### config.mk
export PLATFORM = sky130hd
export DESIGN_NAME = md_issue_ctrl
export DESIGN_NICKNAME = d
export VERILOG_FILES = /design/src/rtl/md_pkg.sv /design/src/rtl/hilo_regs.sv /design/src/rtl/md_issue_ctrl.sv
export SDC_FILE = /design/constraint.sdc
export NUM_CORES = 1
export LEC_CHECK = 0
export ABC_AREA = 1
export CAP_MARGIN = 20
export CELL_PAD_IN_SITES_DETAIL_PLACEMENT = 1
export CELL_PAD_IN_SITES_GLOBAL_PLACEMENT = 1
export CORE_AREA = 2 2 211 109
export CTS_CLUSTER_SIZE = 14
export DETAILED_ROUTE_END_ITERATION = 7
export DIE_AREA = 0 0 213 111
export PLACE_DENSITY = 0.94
export SYNTH_ARGS = -nofsm -noshare
export SYNTH_HDL_FRONTEND = slang
export SYNTH_SLANG_ARGS = --single-unit
### constraint.sdc
create_clock -name i_clk -period 2.2 [get_ports i_clk]
set_clock_uncertainty 0.15 [all_clocks]
set_input_delay 0.22 -clock i_clk [delete_from_list [all_inputs] [get_ports i_clk]]
set_output_delay 0.22 -clock i_clk [all_outputs]
set_load 0.01 [all_outputs]
### src/rtl/md_pkg.sv
// Shared encodings for the MultDiv issue front end: E-stage MD op classes,
// MultDiv Op codes and the issue FSM states.
package md_pkg;

  localparam logic [3:0] MDC_NONE  = 4'd0;
  localparam logic [3:0] MDC_MULT  = 4'd1;
  localparam logic [3:0] MDC_MULTU = 4'd2;
  localparam logic [3:0] MDC_DIV   = 4'd3;
  localparam logic [3:0] MDC_DIVU  = 4'd4;
  localparam logic [3:0] MDC_MFHI  = 4'd5;
  localparam logic [3:0] MDC_MFLO  = 4'd6;
  localparam logic [3:0] MDC_MTHI  = 4'd7;
  localparam logic [3:0] MDC_MTLO  = 4'd8;

  localparam logic [1:0] MD_MULT  = 2'b00;
  localparam logic [1:0] MD_MULTU = 2'b01;
  localparam logic [1:0] MD_DIV   = 2'b10;
  localparam logic [1:0] MD_DIVU  = 2'b11;

  typedef enum logic [1:0] {
    ST_IDLE   = 2'd0,
    ST_LAUNCH = 2'd1,
    ST_RUN    = 2'd2
  } md_state_e;

  function automatic logic md_is_arith(input logic [3:0] mdc);
    logic r;
    case (mdc)
      MDC_MULT, MDC_MULTU, MDC_DIV, MDC_DIVU: r = 1'b1;
      default:                                r = 1'b0;
    endcase
    return r;
  endfunction

  function automatic logic [1:0] md_op_of(input logic [3:0] mdc);
    logic [1:0] r;
    case (mdc)
      MDC_MULT:  r = MD_MULT;
      MDC_MULTU: r = MD_MULTU;
      MDC_DIV:   r = MD_DIV;
      MDC_DIVU:  r = MD_DIVU;
      default:   r = MD_MULT;
    endcase
    return r;
  endfunction

endpackage

### src/rtl/hilo_regs.sv
// Architectural HI/LO registers. A MultDiv result writes both halves; MTHI/MTLO
// write one half from rs.
module hilo_regs #(
  parameter int WIDTH = 32
) (
  input  logic             i_clk,
  input  logic             i_reset,
  input  logic             i_md_we,
  input  logic             i_hi_rs_we,
  input  logic             i_lo_rs_we,
  input  logic [WIDTH-1:0] i_md_hi,
  input  logic [WIDTH-1:0] i_md_lo,
  input  logic [WIDTH-1:0] i_rs,
  output logic [WIDTH-1:0] o_hi,
  output logic [WIDTH-1:0] o_lo
);

  logic [WIDTH-1:0] r_hi;
  logic [WIDTH-1:0] r_lo;

  // HI/LO storage; md and rs writes are mutually exclusive by FSM state
  always_ff @(posedge i_clk) begin
    if (i_reset) begin
      r_hi <= {WIDTH{1'b0}};
      r_lo <= {WIDTH{1'b0}};
    end else if (i_md_we) begin
      r_hi <= i_md_hi;
      r_lo <= i_md_lo;
    end else begin
      if (i_hi_rs_we) r_hi <= i_rs;
      if (i_lo_rs_we) r_lo <= i_rs;
    end
  end

  assign o_hi = r_hi;
  assign o_lo = r_lo;

endmodule

### src/rtl/md_issue_ctrl.sv
// E-stage front end for MultDiv: launches ops, stalls E while the unit is busy,
// owns HI/LO and drops the result of an op flushed while in M.
module md_issue_ctrl
  import md_pkg::*;
#(
  parameter int WIDTH = 32
) (
  input  logic             i_clk,
  input  logic             i_reset,
  input  logic [3:0]       i_e_op,
  input  logic [WIDTH-1:0] i_e_rs,
  input  logic [WIDTH-1:0] i_e_rt,
  input  logic             i_e_flush,
  input  logic             i_md_busy,
  input  logic [WIDTH-1:0] i_md_hi,
  input  logic [WIDTH-1:0] i_md_lo,
  output logic             o_md_start,
  output logic [1:0]       o_md_op,
  output logic [WIDTH-1:0] o_md_a,
  output logic [WIDTH-1:0] o_md_b,
  output logic             o_stall,
  output logic [WIDTH-1:0] o_hi,
  output logic [WIDTH-1:0] o_lo,
  output logic [WIDTH-1:0] o_mf_data
);

  md_state_e        r_state;
  md_state_e        w_state_nxt;
  logic             r_cancel;
  logic             w_cancel_nxt;
  logic             w_md_we;
  logic             w_accept;
  logic             w_mt_ok;
  logic             r_md_start;
  logic [1:0]       r_md_op;
  logic [WIDTH-1:0] r_md_a;
  logic [WIDTH-1:0] r_md_b;
  logic [WIDTH-1:0] w_mf_data;

  // Busy is checked in IDLE too, so nothing issues into a unit still running after reset
  assign o_stall  = !i_reset && (i_e_op != MDC_NONE) &&
                    ((r_state != ST_IDLE) || i_md_busy);
  assign w_accept = (r_state == ST_IDLE) && md_is_arith(i_e_op) && !i_e_flush && !o_stall;
  assign w_mt_ok  = (r_state == ST_IDLE) && !i_e_flush && !o_stall;

  // FSM state and cancel flag
  always_ff @(posedge i_clk) begin
    if (i_reset) begin
      r_state  <= ST_IDLE;
      r_cancel <= 1'b0;
    end else begin
      r_state  <= w_state_nxt;
      r_cancel <= w_cancel_nxt;
    end
  end

  // Next state; a flush in LAUNCH hits the issuing op itself, later flushes are younger
  always_comb begin
    w_state_nxt  = r_state;
    w_cancel_nxt = r_cancel;
    w_md_we      = 1'b0;
    case (r_state)
      ST_IDLE: begin
        if (w_accept) w_state_nxt = ST_LAUNCH;
        else          w_state_nxt = ST_IDLE;
      end
      ST_LAUNCH: begin
        w_state_nxt = ST_RUN;
        if (i_e_flush) w_cancel_nxt = 1'b1;
        else           w_cancel_nxt = r_cancel;
      end
      ST_RUN: begin
        if (!i_md_busy) begin
          w_state_nxt  = ST_IDLE;
          w_cancel_nxt = 1'b0;
          w_md_we      = !r_cancel;
        end else begin
          w_state_nxt  = ST_RUN;
        end
      end
      default: begin
        w_state_nxt  = ST_IDLE;
        w_cancel_nxt = 1'b0;
      end
    endcase
  end

  // Launch registers toward MultDiv
  always_ff @(posedge i_clk) begin
    if (i_reset) begin
      r_md_start <= 1'b0;
      r_md_op    <= MD_MULT;
      r_md_a     <= {WIDTH{1'b0}};
      r_md_b     <= {WIDTH{1'b0}};
    end else begin
      r_md_start <= w_accept;
      if (w_accept) begin
        r_md_op <= md_op_of(i_e_op);
        r_md_a  <= i_e_rs;
        r_md_b  <= i_e_rt;
      end
    end
  end

  hilo_regs #(.WIDTH(WIDTH)) u_hilo (
    .i_clk      (i_clk),
    .i_reset    (i_reset),
    .i_md_we    (w_md_we),
    .i_hi_rs_we (w_mt_ok && (i_e_op == MDC_MTHI)),
    .i_lo_rs_we (w_mt_ok && (i_e_op == MDC_MTLO)),
    .i_md_hi    (i_md_hi),
    .i_md_lo    (i_md_lo),
    .i_rs       (i_e_rs),
    .o_hi       (o_hi),
    .o_lo       (o_lo)
  );

  // MF read port, no bypass of same-cycle writes
  always_comb begin
    w_mf_data = {WIDTH{1'b0}};
    case (i_e_op)
      MDC_MFHI: w_mf_data = o_hi;
      MDC_MFLO: w_mf_data = o_lo;
      default:  w_mf_data = {WIDTH{1'b0}};
    endcase
  end

  assign o_md_start = r_md_start;
  assign o_md_op    = r_md_op;
  assign o_md_a     = r_md_a;
  assign o_md_b     = r_md_b;
  assign o_mf_data  = w_mf_data;

endmodule

### Word level (Yosys, flattened, before mapping)

Cells that the tools add are included.

| storage, ports and cells | value |
|---|---|
| register bits | 134 |
| bits in latches | 0 |
| bits in writable memories | 0 |
| memory bits (read-only) | 0 |
| input port bits | 136 |
| word-level logic and storage cells | 57 |
| memories | 0 |

| operators by class | value |
|---|---|
| add/subtract/negate cells | 0 |
| multipliers | 0 |
| divide/modulo/power cells | 0 |
| magnitude comparators | 0 |
| equality and inequality tests | 12 |
| shifts and indexed selects | 0 |
| mux-type cells | 15 |
| bitwise gates (word level) | 1 |
| reductions and logical operators | 21 |

Operator list:

| cell | number |
|---|---|
| 32-bit two-way mux | 4 |
| 32-bit one-hot mux with 2 select lines | 1 |
| 4-bit by 3-bit == test with 1-bit output (second input constant) | 4 |
| 2-bit one-hot mux with 3 select lines | 2 |
| 1-bit logical AND | 9 |
| 4-bit by 2-bit == test with 1-bit output (second input constant) | 2 |
| 1-bit two-way mux | 6 |
| 2-bit nonzero test | 3 |
| 4-bit by 1-bit == test with 1-bit output (second input constant) | 1 |
| 4-bit == test (second input constant) | 1 |
| 1-bit logical NOT | 4 |
| 2-bit != test (second input constant) | 2 |
| 4-bit nonzero test | 1 |
| 4-bit OR reduction | 1 |
| 1-bit one-hot mux with 3 select lines | 1 |
| 3-bit AND reduction | 1 |
| 2-bit by 1-bit == test with 1-bit output (second input constant) | 1 |
| 2-bit == test (second input constant) | 1 |
| 2-bit logical NOT | 1 |
| 2-bit two-way mux | 1 |
| 1-bit logical OR | 1 |
| 1-bit inverter | 1 |

### Longest topological paths before layout

| logic depth | value |
|---|---|
| depth after elaboration | 8 |
| mapped depth | 9 |
| depth with buffers taken out | 8 |

### Cells and area by module

From an unflattened synthesis, not the netlist that was laid out.

| unflattened totals | value |
|---|---|
| cells, all modules | 1053 |
| area total of the unflattened synthesis | 6477.5 um2 |

Modules (own cells, without submodules):

| module | instances | cells each | area each (um2) | seq. area each (um2) |
|---|---|---|---|---|
| md_issue_ctrl | 1 | 568 | 3438.3 | 1401.3 |
| hilo_regs | 1 | 485 | 3039.2 | 1281.2 |

### Worst setup path after synthesis

Ideal clock, no wire load.

| timing | value |
|---|---|
| path type | reg2reg |
| from | reg r_state[1] |
| to | reg u_hilo.r_lo[29], in the netlist u_hilo.o_lo[29] |
| setup time | 0.115 ns |
| data arrival time | 1.203 ns |
| data required time | 1.935 ns |
| path slack | 0.732 ns |
| cell stages (with the launch flop) | 10 |
| period minus slack after synthesis | 1.468 ns |
| cells stage by stage | dfxtp_1 inv_1 nor2_2 nand3_2 buf_6 buf_6 nand2_1 o21ai_0 a21oi_1 nor2_1 |

| between the ends | value |
|---|---|
| word-level cells in the longest chain between the ends | 7 |

RTL lines:

| item | line | RTL |
|---|---|---|
| start: declaration | md_issue_ctrl.sv:27 | `md_state_e r_state;` |
| start signal: assignment | md_issue_ctrl.sv:52 | `r_state <= w_state_nxt;` |
| 2-bit nonzero test | md_issue_ctrl.sv:42 | `((r_state != ST_IDLE) \|\| i_md_busy);` |
| 1-bit logical OR | md_issue_ctrl.sv:42 |  |
| 1-bit logical AND | md_issue_ctrl.sv:41 | `assign o_stall = !i_reset && (i_e_op != MDC_NONE) &&` |
| 1-bit logical NOT | md_issue_ctrl.sv:44 | `assign w_mt_ok = (r_state == ST_IDLE) && !i_e_flush && !o_stall;` |
| 1-bit logical AND | md_issue_ctrl.sv:44 |  |
| 1-bit logical AND | md_issue_ctrl.sv:110 | `.i_lo_rs_we (w_mt_ok && (i_e_op == MDC_MTLO)),` |
| 2-bit nonzero test (no line) | -- |  |
| end signal: assignment | hilo_regs.sv:25 | `r_lo <= {WIDTH{1'b0}};` |
| end signal: assignment | hilo_regs.sv:28 | `r_lo <= i_md_lo;` |
| end signal: assignment | hilo_regs.sv:31 | `if (i_lo_rs_we) r_lo <= i_rs;` |
| end: declaration | hilo_regs.sv:19 | `logic [WIDTH-1:0] r_lo;` |

Several ways; a longest one is shown, not always the timed one.
A chain may end at the register's enable or synchronous reset.

### Worst setup path in the final report

| timing | value |
|---|---|
| from | in i_e_op[3] |
| to | out o_stall |

| between the ends | value |
|---|---|
| word-level cells in the longest chain between the ends | 3 |

RTL lines:

| item | line | RTL |
|---|---|---|
| start: declaration | md_issue_ctrl.sv:10 | `input logic [3:0] i_e_op,` |
| 4-bit nonzero test | md_issue_ctrl.sv:41 |  |
| 1-bit logical AND (2 in series) | md_issue_ctrl.sv:41 |  |
| end: declaration | md_issue_ctrl.sv:21 | `output logic o_stall,` |

Every way passes these cells.

==> flow_summary.yaml <==
floorplanning:
  die_w_um: 213
  start_util: 0.302
  die_h_um: 111
  num_rows: 39
  io_pins: 300
  core_um2: 22100
  die-area_um2: 23600
synth:
  synthXorXnorAreaFrac: 0
  synth_area_um2: 6680
  synth_top_family_by_area: "simple AND/OR/NAND/NOR gates"
  syn_nets: 1112
  syn_inst: 976
  ys_seq_elements: 134
  synth_mux_area_frac: 0
  ys_top_cells_by_area: "dfxtp_1, nand2_1, a21oi_1"
  ys.warnings.count: 0
  yosysTopAreaCellShare: 0.402
  synth.distinct_cells: 23
  synth_compound_area_frac: 0.177
  ys_seq_area_frac: 0.402
  avgSynthCellArea_um2: 6.84
  yosys.area_share.simple: 0.270
  synth_top_cell_by_area: "dfxtp_1"
  yosys.area_share.adder: 0
worst_setup_path:
  r2r-start: "r_state[0]"
  required_ps: 1830
  path_max_fanout: 4
  end_kind: "output pin"
  start_kind: "input pin"
  worstSetupPathType: "input pin to output pin"
  critPathLaunch: "i_e_op[3]"
  crit_arrival_ps: 1800
final_layout:
  drive_gt1_frac: 0.0646
  fin_cells: 1560
  postLayoutCoreUtil: 0.476
  fin_nets: 1376
  n_antenna_cell: 0
  area_growth_pct: 57.6
routing:
  viasPerCell: 5.17
  routed_wirelength_mm: 31.8
  ant_nets: 0
  routedWlPerCell_um: 20.4
  drc_errors: 0
  drt-pass1-iter-count: 5
  via_count: 8058
  initialDrtViolationCount: 479
sta:
  holdWs_ps: 217
  fin_crit_ps: 2170
  post-route-period-util: 0.985
  finalSetupViolations: 0
  finalHoldViolations: 0
  tightest_slew_ps: 845
  fmax_mhz: 461
  finalSetupTns_ps: 0
  max_slew_margin: 0.436
  slew_violations: 0
  rsz0062_at_grt: "no"
clock_tree:
  cts_hold_buf: 0
  clk_latency_ps: 430
  cts_buffers: 17
  clk_path_buf_depth: 2
  h-tree-depth: 4
  root_buffer: "clkbuf_16"
  cts_tree: "done"
  cts.reportedPaths.clkPinSlew_ps: 70
  cts.sinks: 134
power:
  p_leak_nw: 4.53
  p_per_area_nw_per_um2: 623
  peakVddDrop_uv: 448
place:
  gp_congestion: 0.882
  post-place-cells: 1527
  dp_hpwl_mm: 22.1
  port_buffers: 299
grt:
  globalRoute.totalOverflow: 0
  grt_antenna_before_repair: 0
  grt_pass1_wl_mm: 49.1
  grt_pass1_vias: 8527
  grt_max_degree: 96
  grt.total_usage: 0.273
run_status:
  status: "complete, no violations"
job:
  max_cap_violations: 0
min_path:
  min_path_type: "input pin to flip-flop"
  hp-start: "i_e_rt[20]"
-- per-layer routing --
| metal | track usage | part of all wire | routed length [um] | vias up |
|---|---|---|---|---|
| met5 | 0 | 0 | 0 | - |
| met4 | 0.122 | 0.037 | 1170 | 0 |
| met3 | 0.0907 | 0.078 | 2470 | 82 |
| met2 | 0.444 | 0.47 | 14900 | 317 |
| met1 | 0.327 | 0.42 | 13200 | 3923 |
| li1 | - | - | - | 3736 |
-- through the flow --
| stage | setup WS (ps) | total power [mW] | cell area, um2 |
|---|---|---|---|
| global placement | -155 | 3.58 | 9950 |
| detailed placement | -230 | 3.61 | 9950 |
| finish | 32.1 | 6.56 | 10500 |
| CTS | 53.6 | 6.61 | 10500 |
| floorplan | 732 | 3.03 | 6680 |
| global route | 2.15 | 6.80 | 10500 |
-- cell usage in the layout, fill, tap and decap left out, types with 2 or more instances in the layout --
| cell type | netlist | routed |
|---|---|---|
| clkbuf_16 | 0 | 17 |
| nand4_1 | 65 | 65 |
| o21ai_1 | 2 | 2 |
| nand3_4 | 3 | 4 |
| buf_4 | 6 | 19 |
| clkbuf_8 | 0 | 5 |
| buf_12 | 0 | 12 |
| o22ai_1 | 32 | 31 |
| nand2_1 | 176 | 176 |
| o21ai_0 | 62 | 62 |
| dlygate4sd2_1 | 0 | 31 |
| dfxtp_1 | 134 | 134 |
| inv_2 | 3 | 3 |
| inv_1 | 135 | 135 |
| nand2_2 | 2 | 2 |
| nor2_2 | 4 | 5 |
| clkdlybuf4s50_1 | 0 | 266 |
| clkbuf_1 | 26 | 3 |
| nor2_1 | 71 | 69 |
| a21oi_1 | 131 | 131 |
| nand3_1 | 66 | 65 |
| clkinv_2 | 0 | 3 |
| nand3_2 | 2 | 2 |
| bufinv_16 | 0 | 2 |
-- final cells by class --
cell class / instances / area [um2]
fillers: 2739 / 11600
clock buffers: 25 / 505
multi-input cells: 619 / 3020
clock inverters: 7 / 91.3
well taps: 307 / 384
flip-flops and latches: 134 / 2680
repair buffers: 330 / 3330
inverters: 138 / 518
-- cells in the mapped netlist --
cell,number
nand2_1,176
inv_1,135
dfxtp_1,134
a21oi_1,131
nor2_1,71
nand3_1,66
nand4_1,65
o21ai_0,62
buf_2,36
o22ai_1,32
clkbuf_1,26
buf_6,14
buf_4,6
nor2_2,4
buf_1,3
inv_2,3
nand3_4,3
nand2_2,2
nand3_2,2
o21ai_1,2
nor2_8,1
nor3_2,1
o31ai_1,1
-- critical path, cell delays in order --
cell and delay [ps]:
clkdlybuf4s50_1 470, buf_4 190, nor2_2 200, nand2_2 110
nand3_4 90, inv_1 40, clkdlybuf4s50_1 470
-- where the power goes --
group / total, mW / internal (mW) / switching (mW)
combinational: 1.03 / 0.499 / 0.535
clock: 2.97 / 1.82 / 1.15
sequential: 2.55 / 2.51 / 0.0468
total: 6.56 / 4.82 / 1.74
-- flip-flops by register name, indices dropped and copies added (netlist names) --
| register | cells |
|---|---|
| o_md_start | 1 |
| u_hilo.o_hi | 32 |
| o_md_a | 32 |
| r_cancel | 1 |
| o_md_op | 2 |
| r_state | 2 |
| u_hilo.o_lo | 32 |
| o_md_b | 32 |
-- repair_timing --
action                     CTS  global route
setup endpoints to repair   33            11
gates resized for setup     34             3
setup buffers                1             0
pin swaps                    1             0
-- worst paths after layout --
kind	slack [ps]	cells past startpoint	endpoint
max	30	7	o_stall
min	220	3	o_md_b[20]
max reg2reg	280	8	u_hilo.o_hi[5]
min reg2reg	310	2	o_md_op[0]
-- kinds of logic after synthesis --
logic type,Yosys count
AOI/OAI and AO/OA,228
buffers and inverters,223
DFF,134
and+or+nand+nor,391
Power figures use the tool's default switching activity.
